--- config.mk ---
export PLATFORM = sky130hd
export DESIGN_NAME = updown_counter_param
export DESIGN_NICKNAME = d
export VERILOG_FILES = /design/src/rtl/updown_counter_pkg.sv /design/src/rtl/updown_next_calc.sv /design/src/rtl/updown_counter_param.sv
export SDC_FILE = /design/constraint.sdc
export NUM_CORES = 1
export LEC_CHECK = 0
export CORE_MARGIN = 2
export CORE_UTILIZATION = 46
export DETAILED_ROUTE_END_ITERATION = 8
export HOLD_SLACK_MARGIN = 0.08
export PLACE_DENSITY = 0.66
export SKIP_CTS_REPAIR_TIMING = 1
export SLEW_MARGIN = 5
export SYNTH_ARGS = -nofsm -noshare
export SYNTH_HDL_FRONTEND = slang
export SYNTH_SLANG_ARGS = --single-unit
--- constraint.sdc ---
create_clock -name clk -period 8.82 [get_ports clk]
set_input_delay 1.764 -clock clk [delete_from_list [all_inputs] [get_ports clk]]
set_output_delay 1.764 -clock clk [all_outputs]
set_load 0.05 [all_outputs]
--- src/rtl/updown_counter_pkg.sv ---
// Shared constants for the parametrised up/down counter.
// Optional build macro used by the counter family: UPDOWN_COUNTER_WRAP_COUNT_EN.
package updown_counter_pkg;

  localparam logic DIR_UP    = 1'b1;
  localparam logic DIR_DOWN  = 1'b0;
  localparam logic MODE_WRAP = 1'b0;
  localparam logic MODE_SAT  = 1'b1;

endpackage

--- src/rtl/updown_next_calc.sv ---
// Combinational next-count / terminal-count calculation for updown_counter_param.
// Overflow detection is done in WIDTH+1 bits. The result itself is formed
// modulo 2^WIDTH, which is exact because every chosen result lies in 0..limit.
module updown_next_calc
  import updown_counter_pkg::*;
#(
  parameter int WIDTH  = 8,
  parameter int STEP_W = 4
) (
  input  logic [WIDTH-1:0]  i_count,
  input  logic              i_direction,
  input  logic [STEP_W-1:0] i_step,
  input  logic [WIDTH-1:0]  i_limit,
  input  logic              i_sat_mode,
  output logic [WIDTH-1:0]  o_next_count,
  output logic              o_tc_next
);

  localparam logic [WIDTH-1:0] ONE = WIDTH'(1);

  logic [WIDTH:0]   w_cnt_ext;
  logic [WIDTH:0]   w_lim_ext;
  logic [WIDTH:0]   w_step_ext;
  logic [WIDTH:0]   w_s_ext;
  logic [WIDTH:0]   w_sum_ext;
  logic [WIDTH-1:0] w_s;

  assign w_cnt_ext  = {1'b0, i_count};
  assign w_lim_ext  = {1'b0, i_limit};
  assign w_step_ext = {{(WIDTH + 1 - STEP_W){1'b0}}, i_step};
  // The effective step never exceeds the range, so it always fits in WIDTH bits.
  assign w_s_ext    = (w_step_ext > w_lim_ext) ? w_lim_ext : w_step_ext;
  assign w_s        = w_s_ext[WIDTH-1:0];
  assign w_sum_ext  = w_cnt_ext + w_s_ext;

  // Select the next count: out-of-range recovery first, then zero step, then up/down.
  always_comb begin
    o_next_count = i_count;
    o_tc_next    = 1'b0;
    if (i_count > i_limit) begin
      // Limit was lowered below the count: snap back into range.
      o_tc_next    = 1'b1;
      o_next_count = (i_sat_mode == MODE_SAT) ? i_limit : '0;
    end else if (w_s == '0) begin
      o_next_count = i_count;
    end else if (i_direction == DIR_UP) begin
      if (w_sum_ext > w_lim_ext) begin
        o_tc_next    = 1'b1;
        o_next_count = (i_sat_mode == MODE_SAT) ? i_limit
                                                : (i_count + w_s - i_limit - ONE);
      end else begin
        o_next_count = i_count + w_s;
      end
    end else begin
      if (w_s_ext > w_cnt_ext) begin
        o_tc_next    = 1'b1;
        o_next_count = (i_sat_mode == MODE_SAT) ? '0
                                                : (i_count + i_limit + ONE - w_s);
      end else begin
        o_next_count = i_count - w_s;
      end
    end
  end

endmodule

--- src/rtl/updown_counter_param.sv ---
// Parametrised up/down counter: programmable width, step and limit, wrap or
// saturate mode, parallel load and a registered terminal-count flag.
// Optional macro UPDOWN_COUNTER_WRAP_COUNT_EN adds an 8-bit saturating count
// of terminal-count events on port wrap_count.
module updown_counter_param
  import updown_counter_pkg::*;
#(
  parameter int WIDTH  = 8,
  parameter int STEP_W = 4
) (
  input  logic              clk,
  input  logic              rst,
  input  logic              enable,
  input  logic              direction,
  input  logic              load,
  input  logic [WIDTH-1:0]  load_val,
  input  logic [STEP_W-1:0] step,
  input  logic [WIDTH-1:0]  limit,
  input  logic              sat_mode,
  output logic [WIDTH-1:0]  counter_out,
  output logic              tc,
  output logic              at_max,
  output logic              at_min
`ifdef UPDOWN_COUNTER_WRAP_COUNT_EN
  ,
  output logic [7:0]        wrap_count
`endif
);

  logic [WIDTH-1:0] r_count;
  logic             r_tc;
  logic [WIDTH-1:0] w_next_count;
  logic             w_tc_next;
  logic [WIDTH-1:0] w_load_clamped;

  assign w_load_clamped = (load_val > limit) ? limit : load_val;

  updown_next_calc #(
    .WIDTH  (WIDTH),
    .STEP_W (STEP_W)
  ) u_next_calc (
    .i_count      (r_count),
    .i_direction  (direction),
    .i_step       (step),
    .i_limit      (limit),
    .i_sat_mode   (sat_mode),
    .o_next_count (w_next_count),
    .o_tc_next    (w_tc_next)
  );

  // Count and terminal-count registers with rst > load > enable priority.
  always_ff @(posedge clk) begin
    if (rst) begin
      r_count <= '0;
      r_tc    <= 1'b0;
    end else if (load) begin
      r_count <= w_load_clamped;
      r_tc    <= 1'b0;
    end else if (enable) begin
      r_count <= w_next_count;
      r_tc    <= w_tc_next;
    end
  end

`ifdef UPDOWN_COUNTER_WRAP_COUNT_EN
  logic [7:0] r_wrap_count;

  // Count every cycle that sets tc, sticking at 255.
  always_ff @(posedge clk) begin
    if (rst || load) begin
      r_wrap_count <= '0;
    end else if (enable && w_tc_next && (r_wrap_count != 8'hFF)) begin
      r_wrap_count <= r_wrap_count + 8'd1;
    end
  end

  assign wrap_count = r_wrap_count;
`endif

  assign counter_out = r_count;
  assign tc          = r_tc;
  assign at_max      = (r_count >= limit);
  assign at_min      = (r_count == '0);

endmodule

==> flow_summary.ini <==
[placement]
place.port_buffers = 36
dp_hpwl_mm = 8.999
place.gp.congestion = 0.9343

[clocking]
clkLatencyLatePin_ns = 0.24
clock_sinks = 9
cts_tree = done
cts_inserted_buffers = 3
cts_root_buffer = clkbuf_8
cts.clk_slew.worst_paths_ns = 0.05
cts_max_path_buffers = 2
h-tree-depth = 1

[worst_setup_path]
r2r_start = counter_out[1]
slowest_stage = clkdlybuf4s50_1
worstPathMaxFanout = 10
crit_family = compound AO/OA/AOI/OAI gates
worstPathArrival_ns = 7.33
r2r_cells = 14
critPathLaunchType = input pin
r2r_end = counter_out[3]
r2r_setup_slack_ns = 4.36
critPathMaxStageDelay_ns = 0.61
cp.required_ns = 8.92
crit_top_cell = ha_1
path_cells = clkdlybuf4s50_1, inv_1, ha_1, o21ai_1, a21oi_1, o211ai_2, o21ai_0, ha_1, nand2b_1, a2111oi_0, nor3_1, xor2_1, ha_1, and4_1, nand3_1, o211ai_1, nand2_1, o31a_1, a221oi_2, o32ai_1
path_class = input pin to flop
critPathCaptureType = flop
crit_buf_inv = 2

[global_route]
grt_pass1_wl_mm = 17.22
grt_antenna_before_repair = 1
grt_max_degree = 22
track_usage = 0.2858
grt_overflow = 0
grt_pass1_vias = 3209

[logic_synthesis]
synthFlopType = dfxtp_1
synth_top_area_frac = 0.2573
yosys.area_share.adder = 0.2990
yosysUniqueCellTypes = 74
synthesis.area_um2 = 3356
synth_area_leaders = ha_1 (26%), a21oi_1 (5.4%), dfxtp_1 (5.4%)
synth_simple_gate_area_frac = 0.1946
ys_warn_count = 0
synth-seq-cells = 9
ys_seq_area_frac = 0.05369
avgSynthCellArea_um2 = 7.661
synthArstFlopShare = 0
netlist_instances = 438
synth_top_family_by_area = compound AO/OA/AOI/OAI gates
synth_edf_count = 0
yosys.area_share.xor_xnor = 0.04698
synthMuxAreaShare = 0.01529
netlist.top_cell.by_area = ha_1
synth-compound-area-share = 0.3154

[timing]
hold_viol = 0
drv_slew = 0
rsz0062_at_grt = no
finalSetupViolCount = 0
fmax_ghz = 0.1382
fin_tns_setup_ns = 0
min_period_ns = 7.234
fin_skew_ns = 0.002127
slew_headroom = 0.4080
worstMarginPinSlew_ns = 0.8787
timing.final.crit_share = 0.8202

[power]
ir_drop_mv = 0.07873
powerDensity_nw_per_um2 = 181.6
power.leakage_uw = 0.001692
p_int_uw = 309.5
sw_frac_of_total = 0.5575
switchingPower_uw = 389.9
combPwrFrac = 0.831
clkPwrFrac = 0.073
p_seq_frac = 0.097

[finish]
seq_area_um2 = 180.2
finalNetCount = 581
drive_gt1_frac = 0.04393
n_fill_cell = 711
multiInputGateArea_um2 = 2973
fin_util = 0.5367
antenna_cells = 0
area_growth_pct = 14.77

[run]
max_cap_viol_count = 0

[worst_hold_path]
hold_path_depth = 2
hold_end = tc
worstHoldStart = tc
min_path_type = flop to flop

[die]
fp.dieArea_um2 = 7994
io-pin-count = 37
rows = 31
initial_core_util = 0.4677
dieWidth_um = 89.41
die_h_um = 89.41
coreArea_um2 = 7176

[detailed_routing]
num_vias = 3500
firstDrtPassIters = 5
drtIter0Drc = 293
drt_wl_total_mm = 11.08
drc = 0
ant_nets = 0
viasPerCell = 6.066
wire_per_inst_um = 19.21

[outcome]
status = finished clean
[synthesized netlist by cell type, types with 3 or more instances]
library cell and count:
a211o_1 5, a211oi_1 5, a211oi_2 3, a21o_1 6
a21oi_1 36, a221oi_1 5, a221oi_2 3, a311o_1 3
a31oi_1 5, buf_4 4, clkbuf_1 3, dfxtp_1 9
fa_1 7, ha_1 69, inv_1 42, mux2i_1 4
nand2_1 33, nand2b_1 11, nand3_1 14, nand4_1 9
nor2_1 32, nor2b_1 4, nor3_1 8, o2111ai_1 3
o211ai_1 11, o21a_1 5, o21ai_0 17, o21ai_1 4
o22ai_1 3, o32ai_1 3, or3_1 3, xnor2_1 12
xor2_1 6
[cells in the final DEF (no fill, tap or decap), types with 7 or more instances in the layout]
cell type / n
o21ai_0: 17
conb_1: 13
nand3_1: 14
inv_1: 42
ha_1: 69
fa_1: 7
nand4_1: 9
xnor2_1: 12
a21oi_1: 36
nor2_1: 32
o211ai_1: 11
nor3_1: 8
clkdlybuf4s50_1: 36
nand2b_1: 11
dfxtp_1: 9
nand2_1: 33
[final cells by class]
cell class,instances,area share
clock buffer,4,0.01170
inverter,43,0.04191
multi-input combinational,385,0.7719
sequential,9,0.04678
tap,99,0.03216
timing repair buffer,37,0.09552
[metal layers]
metal  routed length (um)  global-route usage  vias up
li1                     -                   -     1700
met1                 5156              0.4031     1638
met2                 4964              0.4579      144
met3                  700             0.03601       18
met4                  263             0.07734        0
met5                    0                   0        -
[state kept, by name, summed over array words and instances (netlist names)]
signal,cells
counter_out,8
tc,1
[power groups by stage]
stage          registers (uW)  clock network, uW  logic, uW
2_1_floorplan            84.2                  0        401
3_3_place_gp             68.2                  0        568
3_5_place_dp             68.2                  0        565
4_1_cts                  67.3               51.3        569
5_1_grt                  68.5               54.3        631
6_report                 67.7               50.8        581
[worst reg2reg max path, delay by kind of cell, from the launching register on]
family | cells | cell delay, ns
flip-flops | 1 | 0.69
AND/OR/NAND/NOR | 5 | 0.93
XOR/XNOR | 1 | 0.19
AO/OA/AOI/OAI | 5 | 1.45
adder cells (fa/ha/maj) | 2 | 0.77
buffers and inverters | 1 | 0.28
[metrics by stage]
step | cell area [um^2] | setup WS, ns | hold WS (ns) | power [uW] | instances
after detailed placement | 3806 | 1.468 | 0.5414 | 633.2 | 573
after global routing | 3851 | 1.026 | 0.5902 | 754.1 | 577
final | 3851 | 1.586 | 0.5460 | 699.4 | 577
after floorplan | 3397 | 2.988 | 0.7196 | 485.7 | 449
after CTS | 3851 | 1.676 | 0.5468 | 687.3 | 577
after global placement | 3806 | 1.534 | 0.4916 | 635.8 | 573
[logic make-up (layout without fill, tap and decap cells)]
kind of cell               after synthesis  count (layout)
and+or+nand+nor                        130             130
AOI/OAI and AO/OA                      143             143
other                                    2              13
muxes                                    5               5
xor gates and xnor gates                18              18
buffers and inverters                   55              84
adders and majority gates               76              76
DFF                                      9               9
[how the worst max path moves through the flow]
stage              from             end  slack, ns  cells past startpoint
3_3_place_gp   limit[2]  counter_out[0]       1.53                     19
6_report       limit[2]  counter_out[3]       1.59                     20
5_1_grt        limit[2]              tc       1.03                     20
2_1_floorplan  limit[1]  counter_out[3]       2.99                     19
4_1_cts        limit[2]              tc       1.68                     21
3_5_place_dp   limit[2]  counter_out[3]       1.47                     20
(Power assumes the default switching activity.)
